==> src/rtl/regfile_arbiter.sv <==
// regfile_arbiter
//   Arbitrates a single shared register-file slot between two write
//   requesters (round-robin between them) and one dual-address read
//   requester. Writes win over the read until the read has lost
//   STARVE_LIMIT consecutive cycles, after which the read is forced through.
//
// Ports
//   i_clk, i_rst                 clock, synchronous active-high reset
//   i_wr0_* / o_wr0_ack          write requester 0 (req/addr/data, ack pulse)
//   i_wr1_* / o_wr1_ack          write requester 1 (req/addr/data, ack pulse)
//   i_rd_req, i_rd_addr1/2       read request and its two addresses
//   o_rd_ack                     read granted this cycle
//   o_rd_valid, o_rd_data1/2     read result, one cycle after o_rd_ack
//   o_rf_raddr1/2, o_rf_waddr,
//   o_rf_wdata, o_rf_we          register file command (combinational)
//   i_rf_rdata1/2                registered read data from the register file
module regfile_arbiter #(
  parameter int STARVE_LIMIT = 4
) (
  input  logic        i_clk,
  input  logic        i_rst,
  input  logic        i_wr0_req,
  input  logic [4:0]  i_wr0_addr,
  input  logic [31:0] i_wr0_data,
  output logic        o_wr0_ack,
  input  logic        i_wr1_req,
  input  logic [4:0]  i_wr1_addr,
  input  logic [31:0] i_wr1_data,
  output logic        o_wr1_ack,
  input  logic        i_rd_req,
  input  logic [4:0]  i_rd_addr1,
  input  logic [4:0]  i_rd_addr2,
  output logic        o_rd_ack,
  output logic        o_rd_valid,
  output logic [31:0] o_rd_data1,
  output logic [31:0] o_rd_data2,
  output logic [4:0]  o_rf_raddr1,
  output logic [4:0]  o_rf_raddr2,
  output logic [4:0]  o_rf_waddr,
  output logic [31:0] o_rf_wdata,
  output logic        o_rf_we,
  input  logic [31:0] i_rf_rdata1,
  input  logic [31:0] i_rf_rdata2
);

  localparam int            CW      = $clog2(STARVE_LIMIT + 1);
  localparam logic [CW-1:0] LIMIT   = CW'(STARVE_LIMIT);
  localparam logic [CW-1:0] CNT_ONE = CW'(1);

  logic          rr_ptr;
  logic [CW-1:0] starve_cnt;
  logic          rd_valid_q;

  logic          grant_wr0;
  logic          grant_wr1;
  logic          grant_rd;
  logic          grant_wr;
  logic          force_rd;
  logic [4:0]    win_addr;
  logic [31:0]   win_data;

  assign force_rd = i_rd_req && (starve_cnt == LIMIT);
  assign grant_wr = grant_wr0 || grant_wr1;

  // Grant selection: reset masks everything, a starved read beats writes,
  // contested writes follow rr_ptr, a lone writer always wins.
  always_comb begin
    grant_wr0 = 1'b0;
    grant_wr1 = 1'b0;
    grant_rd  = 1'b0;
    if (i_rst) begin
      grant_rd = 1'b0;
    end else if (force_rd) begin
      grant_rd = 1'b1;
    end else if (i_wr0_req && i_wr1_req) begin
      if (rr_ptr) begin
        grant_wr1 = 1'b1;
      end else begin
        grant_wr0 = 1'b1;
      end
    end else if (i_wr0_req) begin
      grant_wr0 = 1'b1;
    end else if (i_wr1_req) begin
      grant_wr1 = 1'b1;
    end else if (i_rd_req) begin
      grant_rd = 1'b1;
    end else begin
      grant_rd = 1'b0;
    end
  end

  // Write-port mux from the winning requester.
  always_comb begin
    win_addr = 5'd0;
    win_data = 32'd0;
    if (grant_wr1) begin
      win_addr = i_wr1_addr;
      win_data = i_wr1_data;
    end else begin
      win_addr = i_wr0_addr;
      win_data = i_wr0_data;
    end
  end

  assign o_wr0_ack   = grant_wr0;
  assign o_wr1_ack   = grant_wr1;
  assign o_rd_ack    = grant_rd;
  // A write to r0 is acked and consumes the slot but never reaches the file.
  assign o_rf_we     = grant_wr && (win_addr != 5'd0);
  assign o_rf_waddr  = win_addr;
  assign o_rf_wdata  = win_data;
  assign o_rf_raddr1 = i_rd_addr1;
  assign o_rf_raddr2 = i_rd_addr2;
  // Masking with i_rst keeps a read acked just before reset from showing
  // up as valid in the reset cycle itself.
  assign o_rd_valid  = rd_valid_q && !i_rst;
  assign o_rd_data1  = i_rf_rdata1;
  assign o_rd_data2  = i_rf_rdata2;

  // Arbitration state: read-valid pipeline, round-robin pointer, starvation count.
  always_ff @(posedge i_clk) begin
    if (i_rst) begin
      rd_valid_q <= 1'b0;
      rr_ptr     <= 1'b0;
      starve_cnt <= '0;
    end else begin
      rd_valid_q <= grant_rd;
      if (grant_wr0) begin
        rr_ptr <= 1'b1;
      end else if (grant_wr1) begin
        rr_ptr <= 1'b0;
      end else begin
        rr_ptr <= rr_ptr;
      end
      if (!i_rd_req || grant_rd) begin
        starve_cnt <= '0;
      end else if (grant_wr && (starve_cnt != LIMIT)) begin
        starve_cnt <= starve_cnt + CNT_ONE;
      end else begin
        starve_cnt <= starve_cnt;
      end
    end
  end

endmodule
==> config.mk <==
export PLATFORM = sky130hd
export DESIGN_NAME = regfile_arbiter
export DESIGN_NICKNAME = d
export VERILOG_FILES = /design/src/rtl/regfile_arbiter.sv
export SDC_FILE = /design/constraint.sdc
export NUM_CORES = 1
export LEC_CHECK = 0
export BUFFER_PORTS_ARGS = -buffer_cell sky130_fd_sc_hd__buf_2
export CAP_MARGIN = 20
export CORE_AREA = 8 8 97 99
export CTS_BUF_LIST = sky130_fd_sc_hd__clkbuf_4 sky130_fd_sc_hd__clkbuf_8
export DETAILED_ROUTE_END_ITERATION = 8
export DIE_AREA = 0 0 105 107
export HOLD_SLACK_MARGIN = 0.02
export PLACE_DENSITY = 0.56
export SLEW_MARGIN = 20
export SYNTH_ARGS = -nofsm -noshare
export SYNTH_HDL_FRONTEND = slang
export SYNTH_SLANG_ARGS = --single-unit
export TNS_END_PERCENT = 30
==> constraint.sdc <==
create_clock -name i_clk -period 6.01 [get_ports i_clk]
set_input_delay 1.5025 -clock i_clk [delete_from_list [all_inputs] [get_ports i_clk]]
set_output_delay 1.5025 -clock i_clk [all_outputs]
set_load 0.02 [all_outputs]
# == Word level (Yosys, flattened, before mapping) ==
# Cells that the tools add are included.
# op_classes
n_lt_le_gt_ge,0
eq_ne,2
muxes,21
shifts,0
addsub,1
n_bitwise,0
n_div,0
n_mul,0
n_reduce_logical,12
# op_table
op,n
$mux W32,1
$mux W1,19
$logic_and A1 B1 Y1,5
$mux W5,1
$reduce_bool A5 Y1,1
$add A3 B1 Y3 const B,1
$eq A3 B3 Y1 const B,1
$ne A3 B3 Y1 const B,1
$logic_not A1 Y1,2
$logic_or A1 B1 Y1,2
$reduce_bool A2 Y1,1
$reduce_or A2 Y1,1
# totals
n_memories,0
mem_bits_ro,0
mem_bits_rw,0
ff_bits,5
latch_bits,0
inputBits,153
output_inout_bits,116
word_cells,39

# == Logic depth before layout (Yosys ltp) ==
# logic_depth
ltp_word,8
mapped_depth,7
mapped_depth_nobuf,5

# == Worst setup path after synthesis ==
# Ideal clock, no wire load.
# synth_path
path_type,input -> output
startpoint,in i_rd_req
endpoint,out o_rf_wdata[10]
arrival_time_ns,2.442
path_buffers,2
setup_slack_ns,2.066
stages,5
required_time_ns,4.507
cell_sequence,a31oi_4 nand3_2 buf_6 buf_6 mux2_4
# synth_via
elab_chain_len,4
# synth_rtl
item,line_no,source
start: declaration,30,"input logic i_rd_req,"
$logic_and A1 B1 Y1,62,assign force_rd = i_rd_req && (starve_cnt == LIMIT);
$mux W1,73,end else if (force_rd) begin
$mux W1,71,if (i_rst) begin
$mux W32,96,if (grant_wr1) begin
end: declaration,40,"output logic [31:0] o_rf_wdata,"
# Every way passes these cells.

# == Worst setup path in the final report ==
# layout_path
startpoint,in i_rd_req
endpoint,out o_rf_wdata[17]
# The elaborated chain is that of the path after synthesis.

==> run metrics <==
multi-input combinational cell area 688 um2; WHS 514 ps; DP Wirelength ~3700 um; Placer Congestion around 0.75; critical path class in2out; Worst setup EP type output port; wire per inst approximately 14 um; worst r2r src starve_cnt[0]; Register Area 100 um2; synthesized area per cell around 9 um2; commonest non-fill, non-tap cell in the layout buf_2; Yosys top cell by area buf_4; sum of negative setup slack 0 ps; IO Pins roughly 270; RSZ-0062 raised after global routing no; post-layout minimum cycle time about 5100 ps; Worst Hold Class reg2reg; met2 Use GR about a tenth; post-synth top area share approximately two fifths; post-synthesis cell count between 150 and 200; Initial Utilization between 10% and 20%; M3 GR Usage ~4.4%; row cnt 33; Least-Margin Pin Slew between 900 and 1000 ps; total gr overflow 0; Residual DRC 0; vias in the first global route 1,231; PwrDens between 100 and 150 mW/mm2; Starting DRT DRC Count 42; hold_buf cts 0; H-tree levels 1; Worst Path Max Fanout 32; overall routed net length 4280 um; port bufs 120; ANT cells 0; filler instances approximately 900; GR Util met1 7.18%; Final Net Count 354; synthesis-to-finish area growth 13.9%; antenna violations before repair 0; Startpoint Class input pin; setup violators final 0; Max Fclk roughly 200 MHz; Die H 107 um; post-synthesis sequential area ratio 7.16%; max-cap violations 0; largest net degree at the start of global routing 33; CTS root buffer clkbuf_8; vias after detailed routing 1,126; post-CTS setup buffer count 0; clock buffer depth 2; GRT Overall Usage under 10%; clk sink count 5; Slew Limit Fails 0; global-route wire length before repair between 6000 and 7000 um; Rel. slew slack between 30 and 40%; die area ~0.011 mm2; Reg clk slew, reported paths 40 ps; peak supply drop a little under 0.05 mV; grt peak-use layer met2; crit path from i_rd_req; CTS resizes 0; drt first pass iters 3; outcome complete, no violations; Netlist Area Pre-Place around 0.0014 mm2; synthesis warning total 0; antenna violation net count after detailed routing 0; Final Cycle Share between 80 and 90%; skew final just over 2 ps; dominant cells by area after synthesis buf_4 (40%), mux2_4 (20%), mux2_2 (15%), dfxtp_1 (7.2%), buf_6 (2.4%); Synth Net Count around 300; Fin. Hold Viols 0; Synth cell types 26; CP Data Required Time around 4500 ps; via density per instance 3.72; Hold Startpoint rr_ptr; layout cells sized above 1 between 80 and 90%; most frequent cells in the layout buf_2 (120), mux2_4 (19), mux2_2 (18); Chip Width between 100 and 150 um; CTS Buf Count 3; Leakage approximately 0.87 nW; register bit total from synthesis 5; Core Area 0.00793 mm2; CTS tree built; Worst EP arrival roughly 3600 ps; clk_lat worst skew between 200 and 250 ps
==> sequential cells by signal, summed over array words and instances, names as in the netlist <==
name / cells
rd_valid_q: 1
starve_cnt: 3
rr_ptr: 1
==> area by class of cell <==
type	instances	share of cell area, %
tap	105	8.25
timing repair buffer	121	38.2
sequential	5	6.29
inverter	4	0.943
multi-input combinational	64	43.2
clock buffer	4	3.07
==> synth_stat cells (all sizes together) <==
| cell type | number |
|---|---|
| or4 | 2 |
| nor2 | 3 |
| nand3 | 2 |
| a21boi | 1 |
| a2bb2oi | 1 |
| a31oi | 1 |
| a311oi | 1 |
| and3 | 1 |
| nor2b | 1 |
| nor3b | 2 |
| dfxtp | 5 |
| xnor2 | 1 |
| nand2b | 1 |
| inv | 4 |
| mux2 | 37 |
| o211ai | 2 |
| nand2 | 2 |
| nand3b | 1 |
| nor3 | 1 |
| buf | 78 |
| ha | 2 |
| a21oi | 2 |
==> per-layer routing <==
metal  wire [um]  share of wire [%]
met1        1650                 39
met2        1930                 45
met5           0                  0
met4         112                2.6
met3         587                 14
==> worst paths after layout <==
check	cells past startpoint	slack, ps	end
worst min register to register	1	510	rr_ptr
worst min-delay path	1	510	rr_ptr
worst max register to register	5	4600	starve_cnt[2]
worst max-delay path	6	910	o_rf_wdata[17]
==> per-stage QoR <==
stage	power, mW	util, %	std cells	setup WS, ps	cell area (um2)
after detailed placement	0.159	19.5	299	854	1540
after global routing	0.239	20.1	303	727	1590
final	0.225	20.1	303	907	1590
after floorplan	0.180	-	151	2070	1400
after CTS	0.227	20.1	303	858	1590
after global placement	0.158	19.5	299	919	1540
==> cells by family (layout without fill, tap and decap cells) <==
group	Yosys count	after routing	share of synthesized area [%]
DFF	5	5	7.16
adders and majority gates	2	2	1.79
and+or+nand+nor	16	16	6.80
muxes	37	37	34.9
buffers and inverters	82	129	43.6
AOI/OAI and AO/OA	8	8	5.10
xor gates and xnor gates	1	1	0.627
==> power breakdown <==
| group | switching (mW) | internal [mW] | leakage [nW] |
|---|---|---|---|
| clock | 0.0173 | 0.0501 | 0.0262 |
| combinational | 0.0606 | 0.0610 | 0.804 |
| sequential | 0.00102 | 0.0348 | 0.0409 |
==> critical path, cell delays in order <==
cell     delay [ps]
buf_2           140
a31oi_4         250
nand3_2         760
buf_4           480
mux2_4          300
buf_2           160
Note: power is estimated with default switching activity, not from simulation.
